[config.mk]
export PLATFORM = sky130hd
export DESIGN_NAME = gamepad_input_conditioner
export DESIGN_NICKNAME = d
export VERILOG_FILES = /design/src/rtl/gamepad_input_conditioner.sv
export SDC_FILE = /design/constraint.sdc
export NUM_CORES = 1
export LEC_CHECK = 0
export ABC_AREA = 1
export CAP_MARGIN = 20
export CORE_MARGIN = 8
export CORE_UTILIZATION = 60
export DETAILED_ROUTE_END_ITERATION = 8
export GPL_TIMING_DRIVEN = 1
export PLACE_DENSITY = 0.77
export SLEW_MARGIN = 15
export SYNTH_ARGS = -nofsm -noshare
export SYNTH_HDL_FRONTEND = slang
export SYNTH_SLANG_ARGS = --single-unit
[constraint.sdc]
create_clock -name clk -period 3.3 [get_ports clk]
set_input_delay 0.33 -clock clk [delete_from_list [all_inputs] [get_ports clk]]
set_output_delay 0.33 -clock clk [all_outputs]
set_load 0.01 [all_outputs]
[src/rtl/gamepad_input_conditioner.sv]
// gamepad_input_conditioner
// Conditions decoded gamepad button levels for game logic: per-lane
// debounce on sample ticks, one-clk press/release pulses, long-hold
// detection, and a forced release of every lane when the pad is absent.
// Optional auto-repeat of o_press while held: define GAMEPAD_AUTOREPEAT_EN.
module gamepad_input_conditioner #(
  parameter int NUM_BTN        = 4,
  parameter int DEBOUNCE_TICKS = 3,
  parameter int HOLD_TICKS     = 12,
  parameter int REPEAT_TICKS   = 6
) (
  input  logic               clk,
  input  logic               rst,
  input  logic               i_sample_tick,
  input  logic               i_present,
  input  logic [NUM_BTN-1:0] i_buttons,
  output logic [NUM_BTN-1:0] o_level,
  output logic [NUM_BTN-1:0] o_press,
  output logic [NUM_BTN-1:0] o_release,
  output logic [NUM_BTN-1:0] o_hold
);

  // Last count value before a differing level is accepted.
  localparam logic [3:0] DEB_LAST = 4'(DEBOUNCE_TICKS - 1);
  // Saturation value of the hold counter; o_hold is high at this value.
  localparam logic [7:0] HOLD_MAX = 8'(HOLD_TICKS);
`ifdef GAMEPAD_AUTOREPEAT_EN
  // Repeat counter wraps (and pulses) after this value.
  localparam logic [7:0] REP_LAST = 8'(REPEAT_TICKS - 1);
`endif

  genvar gi;
  generate
    for (gi = 0; gi < NUM_BTN; gi++) begin : g_lane
      logic       level_reg;
      logic       press_reg;
      logic       release_reg;
      logic [3:0] deb_cnt_reg;
      logic [7:0] hold_cnt_reg;
      logic       eff;
      logic       accept;
      logic       hold_now;
`ifdef GAMEPAD_AUTOREPEAT_EN
      logic [7:0] rep_cnt_reg;
`endif

      // A missing pad reads as every button released.
      assign eff      = i_buttons[gi] & i_present;
      // The differing level has persisted long enough to be taken on a tick.
      assign accept   = (eff != level_reg) && (deb_cnt_reg >= DEB_LAST);
      assign hold_now = (hold_cnt_reg == HOLD_MAX);

      // Per-lane debounce, pulse, hold (and optional repeat) state.
      always_ff @(posedge clk) begin
        if (rst) begin
          level_reg    <= 1'b0;
          press_reg    <= 1'b0;
          release_reg  <= 1'b0;
          deb_cnt_reg  <= '0;
          hold_cnt_reg <= '0;
`ifdef GAMEPAD_AUTOREPEAT_EN
          rep_cnt_reg  <= '0;
`endif
        end else begin
          // Pulses live for exactly one clock.
          press_reg   <= 1'b0;
          release_reg <= 1'b0;
          if (!i_present && level_reg) begin
            // Pad unplugged: drop the lane at once, silently.
            level_reg    <= 1'b0;
            hold_cnt_reg <= '0;
            deb_cnt_reg  <= '0;
          end else if (i_sample_tick) begin
            if (eff == level_reg) begin
              deb_cnt_reg <= '0;
            end else if (!accept) begin
              deb_cnt_reg <= deb_cnt_reg + 4'd1;
            end else begin
              level_reg   <= eff;
              deb_cnt_reg <= '0;
              if (eff) press_reg   <= 1'b1;
              else     release_reg <= 1'b1;
            end
            // Hold time accumulates only while the debounced level is high;
            // it clears on the same edge that accepts the release.
            if (level_reg) begin
              if (accept)         hold_cnt_reg <= '0;
              else if (!hold_now) hold_cnt_reg <= hold_cnt_reg + 8'd1;
            end
          end
`ifdef GAMEPAD_AUTOREPEAT_EN
          // Repeat ticks run only while held; a wrap re-fires o_press.
          if ((!i_present && level_reg) || !level_reg || !hold_now ||
              (i_sample_tick && accept)) begin
            rep_cnt_reg <= '0;
          end else if (i_sample_tick) begin
            if (rep_cnt_reg >= REP_LAST) begin
              rep_cnt_reg <= '0;
              press_reg   <= 1'b1;
            end else begin
              rep_cnt_reg <= rep_cnt_reg + 8'd1;
            end
          end
`endif
        end
      end

      assign o_level[gi]   = level_reg;
      assign o_press[gi]   = press_reg;
      assign o_release[gi] = release_reg;
      assign o_hold[gi]    = hold_now;
    end
  endgenerate

endmodule
==> out/results.txt <==
postcts setup bufs = 0
Synth area leaders = dfxtp_1 32%, nand2_1 15%, inv_1 7.1%, nor2_1 6.5%, ha_1 5.4%
fraction of layout cells with a size suffix above 1 = 0.126
fraction of registers with async set/reset = 0
deepest clock path buffer count = 2
initial antenna violation count = 0
Final Setup Violations = 0
clk root buf = clkbuf_8
number of synthesized flops with an enable pin = 0
I/O pin total = 24
Clock Sinks = 60
# rows = 28
clock insertion delay at the later pin of the skew report = 340 ps
Total GRT Usage = 0.184
PortBufs = 23
aggregate negative setup slack = 0 ps
Worst Hold Launch = g_lane[3].deb_cnt_reg[3]$_SDFFE_PP0P_
core box area = 5960 sq um
WHS = 445 ps
syn nets = 571
area grow syn2layout = 10.3%
GPL Wtd Cong = 0.877
worst r2r dst = g_lane[2].hold_cnt_reg[6]$_SDFFE_PP0P_
leak pwr = 1.83 nW
power per cell area = 361 nW/um^2
CTS tree = yes
Slew @ Worst Pin = 681 ps
RSZ-0062 raised after global routing = false
CP Launch Type = register
FF-to-FF setup slack = 1750 ps
Cells after Synth = 547
max incr delay on CP = 580 ps
Die Span Y = 94.9 um
crit path kind = register to output port
top cell type by total area after synthesis = dfxtp_1
vias in the first global route = 3120
routed vias = 3338
reg2reg start = g_lane[2].deb_cnt_reg[0]$_SDFFE_PP0P_
top post-synthesis cells by count = 145 x nand2_1, 71 x inv_1, 65 x nor2_1
max FFs per register = 32
CP endpoint kind = output port
htree depth = 3
Synth warnings = 0
Final period util = 0.658
Slew Limit Fails = 0
die width = 94.9 um
TritonCTS buffer count = 9
global-route wire length before repair = 13400 um
Final Non-Filler Cells = 640
drt first pass iters = 4
Cell Area, Synth = 3730 sq um
WP data required = 2970 ps
most frequent cell after synthesis = nand2_1
slowest stage cell on the critical path = clkdlybuf4s50_1
die area = 9010 sq um
WL final = 7760 um
final hold violations = 0
critical-path maximum fanout = 4
total grt overflow = 0
worst r2r path cells = 9
cell area after layout = 4120 sq um
DR DRC count = 0
Top FF cell, synth = dfxtp_1
Period minus WS final = 2170 ps
post-synth top area share = 0.322
Starting DRT DRC Count = 152
syn_area_per_cell = 6.83 sq um
Cell variety after synth = 31
DP Wirelength = 5580 um
CP arrival = 1840 ps
Initial Utilization = 0.627
Hold Path Depth = 2
DR vias/cell = 5.22
Clock transition at path regs = 60 ps
hold buffer count at CTS = 0
flops & latches, synth = 60
fmax = 461 MHz
largest net degree at the start of global routing = 23
Peak VDD IR = 0.000282 V
maxcap violations = 0
status = finished clean
Post-DP Area = 3920 sq um
HP Class = register to register
Slew headroom = 0.545
ant diodes = 0
# resized after CTS = 0
Endpoint, Worst Hold = g_lane[3].deb_cnt_reg[3]$_SDFFE_PP0P_
sequential area share after synthesis = 0.322
nets = 585
placed cell count = 625
CP Cell Sequence = inv_1, ha_1, nand3_1, nor2_1, clkdlybuf4s50_1
worst clock skew = 4.03 ps
wire per inst = 12.1 um
Final ANT Viol Nets = 0
## layout by cell type (no fill, tap or decap), types with 3 or more instances in the layout
cell,synthesis,routed
o21ai_1,3,3
a21oi_4,3,3
nand3_4,4,4
clkinv_1,3,3
nand3_1,37,37
inv_1,71,71
inv_2,6,6
ha_1,16,16
nand2_4,7,7
a22oi_1,3,3
dfxtp_1,60,60
clkdlybuf4s50_1,0,23
clkbuf_8,0,12
a21oi_2,13,13
nand2_2,14,14
nand4_1,25,25
nand3_2,4,4
nor2_1,65,65
a21oi_1,24,24
o21ai_0,8,8
nand2_1,145,145
xor2_1,3,3
nor2_2,5,5
## cells by family after synthesis
group           share of synthesized area
compound gates                      0.104
xor+xnor                          0.00704
fa+ha+maj                          0.0536
buf+inv                             0.119
flops                               0.322
simple gates                        0.395
## through the flow
stage	setup WS [ps]	total power, mW	utilization
finish	1130	1.49	0.691
global route	1030	1.54	0.691
CTS	1120	1.50	0.691
detailed placement	1110	0.812	0.657
global placement	1180	0.810	0.657
floorplan	1980	0.791	-
## worst max-delay path, delay by kind of cell, from the launching register on
family / cells / cell delay (ps)
buf+inv: 2 / 660
flops: 1 / 340
simple gates: 2 / 330
fa+ha+maj: 1 / 170
## how the worst max path moves through the flow
stage,depth (start not counted),from,end,slack [ps]
after CTS,5,g_lane[3].hold_cnt_reg[0]$_SDFFE_PP0P_,o_hold[3],1120
after detailed placement,7,i_present,g_lane[0].release_reg$_SDFF_PP0_,1110
after global routing,5,g_lane[3].hold_cnt_reg[0]$_SDFFE_PP0P_,o_hold[3],1030
final,5,g_lane[3].hold_cnt_reg[0]$_SDFFE_PP0P_,o_hold[3],1130
after global placement,8,i_present,g_lane[2].hold_cnt_reg[6]$_SDFFE_PP0P_,1180
after floorplan,9,g_lane[2].deb_cnt_reg[0]$_SDFFE_PP0P_,g_lane[2].hold_cnt_reg[6]$_SDFFE_PP0P_,1980
## per-layer routing
layer | track usage | share of wire | vias to the layer above
li1 | - | - | 1759
met1 | 0.227 | 0.48 | 1499
met2 | 0.294 | 0.46 | 69
met3 | 0.0460 | 0.049 | 11
met4 | 0.0910 | 0.015 | 0
met5 | 0 | 0 | -
## power by group
part	leakage (nW)	total (mW)	switching, mW	internal (mW)
clock network	0.103	0.690	0.282	0.407
logic	1.24	0.0659	0.0457	0.0202
registers	0.484	0.730	0.00303	0.727
total	1.83	1.49	0.331	1.15
## cell type report
cell class	instances	area, sq um
multi-input combinational	387	2090
tap	75	93.8
fill	502	1840
clock inverter	1	30.0
sequential	60	1200
inverter	80	300
clock buffer	14	173
timing repair buffer	23	230
(Power assumes the default switching activity.)
